<file path="src/rtl/apb_fifo_master_if.sv">
// Command/response streams plus the APB3 bus between apb_fifo_master and its slave.
interface apb_fifo_master_if #(
  parameter int unsigned DATA_W = 8
);
  logic              cmd_valid;
  logic              cmd_ready;
  logic              cmd_write;
  logic              cmd_addr;
  logic [DATA_W-1:0] cmd_wdata;

  logic              rsp_valid;
  logic              rsp_ready;
  logic [DATA_W-1:0] rsp_rdata;
  logic              rsp_err;
  logic              rsp_timeout;

  logic              PSEL;
  logic              PENABLE;
  logic              PADDR;
  logic              PWRITE;
  logic [DATA_W-1:0] PWDATA;
  logic [DATA_W-1:0] PRDATA;
  logic              PREADY;
  logic              PSLVERR;

  // Bridge side: accepts commands, returns responses, drives the APB request.
  modport master (
    input  cmd_valid, cmd_write, cmd_addr, cmd_wdata, rsp_ready,
    input  PRDATA, PREADY, PSLVERR,
    output cmd_ready, rsp_valid, rsp_rdata, rsp_err, rsp_timeout,
    output PSEL, PENABLE, PADDR, PWRITE, PWDATA
  );

  // Environment side: command source, response sink and APB slave.
  modport slave (
    output cmd_valid, cmd_write, cmd_addr, cmd_wdata, rsp_ready,
    output PRDATA, PREADY, PSLVERR,
    input  cmd_ready, rsp_valid, rsp_rdata, rsp_err, rsp_timeout,
    input  PSEL, PENABLE, PADDR, PWRITE, PWDATA
  );
endinterface

</file>
<file path="src/rtl/apb_fifo_master.sv">
// APB3 master: one valid/ready command becomes one APB transfer, with a
// wait-state timeout guarding against a slave that never raises PREADY.
module apb_fifo_master #(
  parameter int unsigned DATA_W  = 8,
  parameter int unsigned TIMEOUT = 16
) (
  input  logic              clk,
  input  logic              reset,
  apb_fifo_master_if.master bus
);

  localparam int unsigned CNT_W    = (TIMEOUT == 0) ? 1 : $clog2(TIMEOUT + 1);
  localparam int unsigned CNT_LAST = (TIMEOUT == 0) ? 0 : TIMEOUT - 1;

  typedef enum logic [1:0] {IDLE, SETUP, ACCESS, RESP} state_t;

  state_t            state,       state_nxt;
  logic              psel,        psel_nxt;
  logic              penable,     penable_nxt;
  logic              paddr,       paddr_nxt;
  logic              pwrite,      pwrite_nxt;
  logic [DATA_W-1:0] pwdata,      pwdata_nxt;
  logic              rsp_valid,   rsp_valid_nxt;
  logic [DATA_W-1:0] rsp_rdata,   rsp_rdata_nxt;
  logic              rsp_err,     rsp_err_nxt;
  logic              rsp_timeout, rsp_timeout_nxt;
  logic [CNT_W-1:0]  wait_cnt,    wait_cnt_nxt;
  logic              timeout_hit;

  assign timeout_hit = (TIMEOUT != 0) && (wait_cnt == CNT_W'(CNT_LAST));

  // State and all registered outputs; reset abandons any transfer in flight.
  always_ff @(posedge clk) begin
    if (reset) begin
      state       <= IDLE;
      psel        <= 1'b0;
      penable     <= 1'b0;
      paddr       <= 1'b0;
      pwrite      <= 1'b0;
      pwdata      <= '0;
      rsp_valid   <= 1'b0;
      rsp_rdata   <= '0;
      rsp_err     <= 1'b0;
      rsp_timeout <= 1'b0;
      wait_cnt    <= '0;
    end else begin
      state       <= state_nxt;
      psel        <= psel_nxt;
      penable     <= penable_nxt;
      paddr       <= paddr_nxt;
      pwrite      <= pwrite_nxt;
      pwdata      <= pwdata_nxt;
      rsp_valid   <= rsp_valid_nxt;
      rsp_rdata   <= rsp_rdata_nxt;
      rsp_err     <= rsp_err_nxt;
      rsp_timeout <= rsp_timeout_nxt;
      wait_cnt    <= wait_cnt_nxt;
    end
  end

  // Next-state and next-output decode; every register holds unless changed.
  always_comb begin
    state_nxt       = state;
    psel_nxt        = psel;
    penable_nxt     = penable;
    paddr_nxt       = paddr;
    pwrite_nxt      = pwrite;
    pwdata_nxt      = pwdata;
    rsp_valid_nxt   = rsp_valid;
    rsp_rdata_nxt   = rsp_rdata;
    rsp_err_nxt     = rsp_err;
    rsp_timeout_nxt = rsp_timeout;
    wait_cnt_nxt    = wait_cnt;

    unique case (state)
      IDLE: begin
        if (bus.cmd_valid) begin
          pwrite_nxt  = bus.cmd_write;
          paddr_nxt   = bus.cmd_addr;
          pwdata_nxt  = bus.cmd_wdata;
          psel_nxt    = 1'b1;
          penable_nxt = 1'b0;
          state_nxt   = SETUP;
        end
      end
      SETUP: begin
        penable_nxt  = 1'b1;
        wait_cnt_nxt = '0;
        state_nxt    = ACCESS;
      end
      ACCESS: begin
        if (bus.PREADY || timeout_hit) begin
          if (bus.PREADY) begin
            rsp_rdata_nxt   = pwrite ? '0 : bus.PRDATA;
            rsp_err_nxt     = bus.PSLVERR;
            rsp_timeout_nxt = 1'b0;
          end else begin
            rsp_rdata_nxt   = '0;
            rsp_err_nxt     = 1'b1;
            rsp_timeout_nxt = 1'b1;
          end
          rsp_valid_nxt = 1'b1;
          psel_nxt      = 1'b0;
          penable_nxt   = 1'b0;
          paddr_nxt     = 1'b0;
          pwrite_nxt    = 1'b0;
          pwdata_nxt    = '0;
          state_nxt     = RESP;
        end else begin
          wait_cnt_nxt = wait_cnt + CNT_W'(1);
        end
      end
      RESP: begin
        if (bus.rsp_ready) begin
          rsp_valid_nxt = 1'b0;
          state_nxt     = IDLE;
        end
      end
      default: state_nxt = IDLE;
    endcase
  end

  // Drive the interface; cmd_ready is decoded straight from the state.
  assign bus.cmd_ready   = (state == IDLE);
  assign bus.PSEL        = psel;
  assign bus.PENABLE     = penable;
  assign bus.PADDR       = paddr;
  assign bus.PWRITE      = pwrite;
  assign bus.PWDATA      = pwdata;
  assign bus.rsp_valid   = rsp_valid;
  assign bus.rsp_rdata   = rsp_rdata;
  assign bus.rsp_err     = rsp_err;
  assign bus.rsp_timeout = rsp_timeout;

endmodule
</file>
<file path="src/flat_wrapper.sv">
// flat-port wrapper written by rule: the top's interface ports become plain ports
module apb_fifo_master_flat 
#(
  parameter int unsigned DATA_W  = 8,
  parameter int unsigned TIMEOUT = 16
)
  (clk, reset, bus_cmd_valid, bus_cmd_write, bus_cmd_addr, bus_cmd_wdata, bus_rsp_ready, bus_PRDATA, bus_PREADY, bus_PSLVERR, bus_cmd_ready, bus_rsp_valid, bus_rsp_rdata, bus_rsp_err, bus_rsp_timeout, bus_PSEL, bus_PENABLE, bus_PADDR, bus_PWRITE, bus_PWDATA);
  apb_fifo_master_if #(.DATA_W(DATA_W)) bus_i ();
  input  logic clk;
  input  logic reset;
  input wire logic [$bits(bus_i.cmd_valid)-1:0] bus_cmd_valid;
  input wire logic [$bits(bus_i.cmd_write)-1:0] bus_cmd_write;
  input wire logic [$bits(bus_i.cmd_addr)-1:0] bus_cmd_addr;
  input wire logic [$bits(bus_i.cmd_wdata)-1:0] bus_cmd_wdata;
  input wire logic [$bits(bus_i.rsp_ready)-1:0] bus_rsp_ready;
  input wire logic [$bits(bus_i.PRDATA)-1:0] bus_PRDATA;
  input wire logic [$bits(bus_i.PREADY)-1:0] bus_PREADY;
  input wire logic [$bits(bus_i.PSLVERR)-1:0] bus_PSLVERR;
  output wire logic [$bits(bus_i.cmd_ready)-1:0] bus_cmd_ready;
  output wire logic [$bits(bus_i.rsp_valid)-1:0] bus_rsp_valid;
  output wire logic [$bits(bus_i.rsp_rdata)-1:0] bus_rsp_rdata;
  output wire logic [$bits(bus_i.rsp_err)-1:0] bus_rsp_err;
  output wire logic [$bits(bus_i.rsp_timeout)-1:0] bus_rsp_timeout;
  output wire logic [$bits(bus_i.PSEL)-1:0] bus_PSEL;
  output wire logic [$bits(bus_i.PENABLE)-1:0] bus_PENABLE;
  output wire logic [$bits(bus_i.PADDR)-1:0] bus_PADDR;
  output wire logic [$bits(bus_i.PWRITE)-1:0] bus_PWRITE;
  output wire logic [$bits(bus_i.PWDATA)-1:0] bus_PWDATA;
  assign bus_i.cmd_valid = bus_cmd_valid;
  assign bus_i.cmd_write = bus_cmd_write;
  assign bus_i.cmd_addr = bus_cmd_addr;
  assign bus_i.cmd_wdata = bus_cmd_wdata;
  assign bus_i.rsp_ready = bus_rsp_ready;
  assign bus_i.PRDATA = bus_PRDATA;
  assign bus_i.PREADY = bus_PREADY;
  assign bus_i.PSLVERR = bus_PSLVERR;
  assign bus_cmd_ready = bus_i.cmd_ready;
  assign bus_rsp_valid = bus_i.rsp_valid;
  assign bus_rsp_rdata = bus_i.rsp_rdata;
  assign bus_rsp_err = bus_i.rsp_err;
  assign bus_rsp_timeout = bus_i.rsp_timeout;
  assign bus_PSEL = bus_i.PSEL;
  assign bus_PENABLE = bus_i.PENABLE;
  assign bus_PADDR = bus_i.PADDR;
  assign bus_PWRITE = bus_i.PWRITE;
  assign bus_PWDATA = bus_i.PWDATA;
  apb_fifo_master #(.DATA_W(DATA_W), .TIMEOUT(TIMEOUT)) u_core (.clk(clk), .reset(reset), .bus(bus_i));
endmodule
</file>
<file path="config.mk">
export PLATFORM = sky130hd
export DESIGN_NAME = apb_fifo_master_flat
export DESIGN_NICKNAME = d
export VERILOG_FILES = /design/src/rtl/apb_fifo_master_if.sv /design/src/rtl/apb_fifo_master.sv /design/src/flat_wrapper.sv
export SDC_FILE = /design/constraint.sdc
export NUM_CORES = 1
export LEC_CHECK = 0
export ABC_CLOCK_PERIOD_IN_PS = 2600
export CORE_MARGIN = 2
export CORE_UTILIZATION = 43
export DETAILED_ROUTE_END_ITERATION = 10
export GPL_TIMING_DRIVEN = 0
export PLACE_DENSITY = 0.79
export SETUP_SLACK_MARGIN = 0.3
export SLEW_MARGIN = 20
export SYNTH_ARGS = -nofsm -noshare
export SYNTH_HDL_FRONTEND = slang
export SYNTH_SLANG_ARGS = --single-unit
</file>
<file path="constraint.sdc">
create_clock -name clk -period 2.6 [get_ports clk]
set_input_delay 0.52 -clock clk [delete_from_list [all_inputs] [get_ports clk]]
set_output_delay 0.52 -clock clk [all_outputs]
set_load 0.03 [all_outputs]
</file>
# Word level (Yosys, flattened, before mapping)
# Cells that the tools add are included.
# totals
in_bits	24
register_bits	30
word_cells	57
# classes
addsub	1
n_eq_ne	8
reduce_logical	12
muxes	25
# ops
op	n
two-way mux 8 bit	4
case mux 8 bit (2 select lines)	1
AND reduction 3 bit	4
case mux 5 bit (2 select lines)	1
two-way mux 1 bit	9
case mux 1 bit (2 select lines)	4
case mux 2 bit (4 select lines)	1
two-way mux 2 bit	3
inequality test 2 bit (second input constant)	3
nonzero test 2 bit	3
adder 5 x 1 -> 5 bit (second input constant)	1
== test 5 x 4 -> 1 bit (second input constant)	1
two-way mux 5 bit	1
== test 2 bit (second input constant)	2
AND reduction 2 bit	2
case mux 1 bit (3 select lines)	1
nonzero test 3 bit	1
== test 2 x 1 -> 1 bit (second input constant)	1
zero test 2 bit	1
inequality test 2 x 1 -> 1 bit (second input constant)	1
logical OR 1 bit	1

# Logic depth before layout (Yosys ltp)
# depth
depth_word	4
depth_mapped	7
ltp_nobuf	6

# Least setup slack after synthesis
# OpenSTA, ideal clock, no wires.
# synth_timing
kind	register to register
start	reg u_core.wait_cnt[0]
end	reg u_core.wait_cnt[2]
required_time_ns	2.530
arrival_ns	1.805
setup_ns	0.070
setup_slack_ns	0.724
path_buffers	1
synth_period_minus_slack_ns	1.876
stages_incl_launch_ff	8
path_cell_list	dfxtp_1 -> ha_1 -> and3_1 -> ha_1 -> or3b_1 -> buf_2 -> or3_1 -> a21oi_1
# synth_via
elab_chain_len	4
elab_cells_between_ends	7
cone_classes	add/sub: 1; eq/ne: 2; mux: 2; reduce/logical: 2
# synth_rtl
item	line_no	source
from (decl)	apb_fifo_master.sv:27	logic [CNT_W-1:0] wait_cnt, wait_cnt_nxt;
from (signal assigned)	apb_fifo_master.sv:57	wait_cnt <= wait_cnt_nxt;
parallel branches: the longest is 4 deep, another holds adder 5 x 1 -> 5 bit	--	
# Several ways; the timed one is not identified. The select of a mux whose other input is x is not followed.
# A chain may end at the register's enable or synchronous reset.

# Worst setup path after layout
# layout_timing
start	reg u_core.wait_cnt[0]
end	reg u_core.pwdata[5], in the netlist u_core.bus.PWDATA[5]
# layout_via
elab_chain_len	4
# layout_rtl
item	line_no	source
== test 5 x 4 -> 1 bit	apb_fifo_master.sv:30	assign timeout_hit = (TIMEOUT != 0) && (wait_cnt == CNT_W'(CNT_LAST));
logical OR 1 bit	apb_fifo_master.sv:92	if (bus.PREADY || timeout_hit) begin
inequality test 2 x 1 -> 1 bit (no line)	--	
AND reduction 3 bit (no line)	--	
to (signal assigned)	apb_fifo_master.sv:52	pwdata <= pwdata_nxt;
to (decl)	apb_fifo_master.sv:22	logic [DATA_W-1:0] pwdata, pwdata_nxt;
# No other way between the ends.

==> summary.md <==
| Metric | Value |
|---|---|
| Leading area contributor after synthesis | dfxtp_1 |
| P_leak | 0.6888 nW |
| Post-synthesis xor/xnor area fraction | 0 |
| Vias | 1,170 |
| Area contributors post-synth | dfxtp_1, ha_1, a22o_1 |
| Number of port buffers | 46 |
| First-pass GRT wire length | about 4700 um |
| Setup Buffers After CTS | 0 |
| Routed Antenna Nets | 0 |
| Routed WL | 2977 um |
| DRT Pass-1 Iters | 4 |
| Mux cell area share after synthesis | 0.007952 |
| Largest net degree at the start of global routing | 11 |
| Pwr dens | 842.1 mW/mm^2 |
| Vias in the first global route | 1,153 |
| Post-synth top cells | dfxtp_1, a21oi_1, nand3_1, nand2_1, a22o_1 |
| Multi-input gate area | 599.3 um^2 |
| Die Footprint | 0.003376 mm^2 |
| Core area | 0.002758 mm^2 |
| Net Sw Frac | 0.3833 |
| Worst-margin pin slew | 0.5971 ns |
| Iteration-0 DRC Markers | 27 |
| Height of the chip | 58.11 um |
| Clock Latency Late Sink | roughly 0.33 ns |
| Outcome | finished clean |
| Final Max Slew Viols | 0 |
| DP Worst Slack | 0.2604 ns |
| Root Buffer | clkbuf_4 |
| Worst Setup Path Type | reg2reg |
| Arrival @ worst endpoint | 2.46 ns |
| Die W | slightly below 60 um |
| Inst Count DP | between 200 and 250 |
| Initial Util | 0.4564 |
| Post-DR wirelength/cell | 13.85 um |
| CTS tree | built |
| Fill cells | 230 |
| Share of power burned in registers | 0.382 |
| Post-synth EDFFs | 0 |
| Compound-gate portion of the synthesized area | 0.2068 |
| Slew headroom | 0.5992 |
| Largest family of logic cells by synthesized area | compound AO/OA/AOI/OAI gates |
| Layout area overhead | 44.93% |
| Worst-case reg-to-reg path depth | 7 |
| RSZ-0062 raised after global routing | false |
| Fmax | around 0.46 GHz |
| Sequential fraction of the synthesis area | 0.4771 |
| GR Util All Layers | 0.1858 |
| Yosys top cell area share | 0.4771 |
| Clock skew | 0.004768 ns |
| Clock network power share | 0.190 |
| # H-tree levels | 2 |
| Hold Crit Class | reg2reg |
| Max_cap viols | 0 |
| Syn avg cell area | 9.682 um^2 |
| Final min period | 2.183 ns |
| Post_cts resized | 0 |
| Core Rows | 19 |
| Hold path depth | 2 |
| Cell with the most instances after synthesis | dfxtp_1 |
| Placed inst area | 0.001758 mm^2 |
| Critical Path RT | roughly 2.9 ns |
| CTS Buf Count | 5 |
| CP max FO | 10 |
| Synth async-reset ratio | 0 |
| Mapped Cells | 130 |
| Clk pin slew, worst setup/hold paths | 0.09 ns |
| Final Hold Slack | about 0.46 ns |
| Post-synth cell types | 36 |
| Maximum vdd drop | 602.1 uV |
| Adder-cell share of the synthesized area | 0.07952 |
| Gr ovfl total | 0 |
| Fin. Hold Viols | 0 |
| N_diodes | 0 |
| Setup TNS | 0 ns |
| Crit end category | flop |
| Synth Net Count | 162 |
| P_sw | between 0.0005 and 0.0006 W |
| Fin worst setup slack | around 0.42 ns |
| Comb pwr share | 0.429 |
| Final Net Count | 215 |
| Initial antenna violation count | 0 |
| Final GP Congestion | slightly below 0.8 |
| Residual DRC | 0 |
| Ys flop type | dfxtp_1 |
| Seq cells post-synth | 30 |
| Top Ports | 48 |
| Clk sinks | 30 |
| Simple-Gate Fraction of Synth Area | 0.1819 |
| Pint | 0.0009474 W |
| YS warnings | 0 |
| Fin cells | 215 |
| Seq. cell area | 600.6 um^2 |
| Post-CTS Hold Buffers | 0 |
| Clk buf depth | 2 |
| Fin crit share | 0.8397 |
| Cell Area, Synth | 0.001259 mm^2 |
| Layout cells sized above 1 | 0.07609 |
| Final instance area | 0.001824 mm^2 |
| Startpoint Class | flop |
| Post-DP HPWL | 2260 um |
| DR vias/cell | 5.442 |
| Setup violators final | 0 |
cell usage in the layout, fill, tap and decap left out, types with 5 or more instances in the layout:
| cell type | instances |
|---|---|
| clkdlybuf4s50_1 | 45 |
| nand3_1 | 12 |
| nand2_1 | 11 |
| clkbuf_4 | 5 |
| dfxtp_1 | 30 |
| ha_1 | 8 |
| a21oi_1 | 15 |
| inv_1 | 5 |
| a22o_1 | 10 |
layer usage:
metal  share of wire  GRT usage
met3           0.099    0.06920
met4           0.018    0.08970
met2            0.47     0.3214
met1            0.41     0.1989
met5               0          0
cell type report:
class                      count  area share
inverter                       5     0.01029
timing repair buffer          46      0.2538
buffer                         8     0.02195
tap                           31     0.02126
clock buffer                   6     0.02812
clock inverter                 2    0.006859
multi-input combinational     87      0.3285
sequential                    30      0.3292
power groups by stage:
stage	clock, W	combinational, W	sequential, W
after detailed placement	0	0.000659	0.000597
after global placement	0	0.000639	0.000591
final	0.000291	0.000659	0.000586
after CTS	0.000300	0.000665	0.000587
after global routing	0.000316	0.000712	0.000597
after floorplan	0	0.000312	0.000699
state kept, by name (all words and copies together), names as in the netlist:
| register | flops |
|---|---|
| u_core.bus.PADDR | 1 |
| u_core.bus.PENABLE | 1 |
| u_core.bus.PSEL | 1 |
| u_core.bus.PWDATA | 8 |
| u_core.bus.PWRITE | 1 |
| u_core.bus.rsp_err | 1 |
| u_core.bus.rsp_rdata | 8 |
| u_core.bus.rsp_timeout | 1 |
| u_core.bus.rsp_valid | 1 |
| u_core.state | 2 |
| u_core.wait_cnt | 5 |
worst max-delay path, cell delays in order, from the launching register on:
cell,delay (ns)
dfxtp_1,0.35
ha_1,0.21
and3_1,0.18
ha_1,0.24
nor3b_2,0.52
o31a_1,0.24
buf_2,0.21
a22o_1,0.17
stage by stage:
step / utilization / total power [W]
after floorplan: - / 0.001011
after global placement: 0.6375 / 0.001230
after detailed placement: 0.6375 / 0.001256
after CTS: 0.6606 / 0.001552
after global routing: 0.6615 / 0.001624
final: 0.6615 / 0.001536
path summary, 6_finish.rpt:
path	startpoint	endpoint	slack, ns
hold reg to reg	u_core.bus.rsp_rdata[6]$_SDFFE_PP0P_	u_core.bus.rsp_rdata[6]$_SDFFE_PP0P_	0.46
setup reg to reg	u_core.wait_cnt[0]$_SDFFE_PP0P_	u_core.bus.PWDATA[5]$_SDFFE_PP0P_	0.42
setup / recovery	u_core.wait_cnt[0]$_SDFFE_PP0P_	u_core.bus.PWDATA[5]$_SDFFE_PP0P_	0.42
hold / removal	u_core.bus.rsp_rdata[6]$_SDFFE_PP0P_	u_core.bus.rsp_rdata[6]$_SDFFE_PP0P_	0.46
kinds of logic after synthesis:
logic type | count (synthesis)
muxes | 1
adders and majority gates | 8
DFF | 30
buffers and inverters | 13
and+or+nand+nor | 41
AOI/OAI and AO/OA | 37
(Power assumes the default switching activity.)
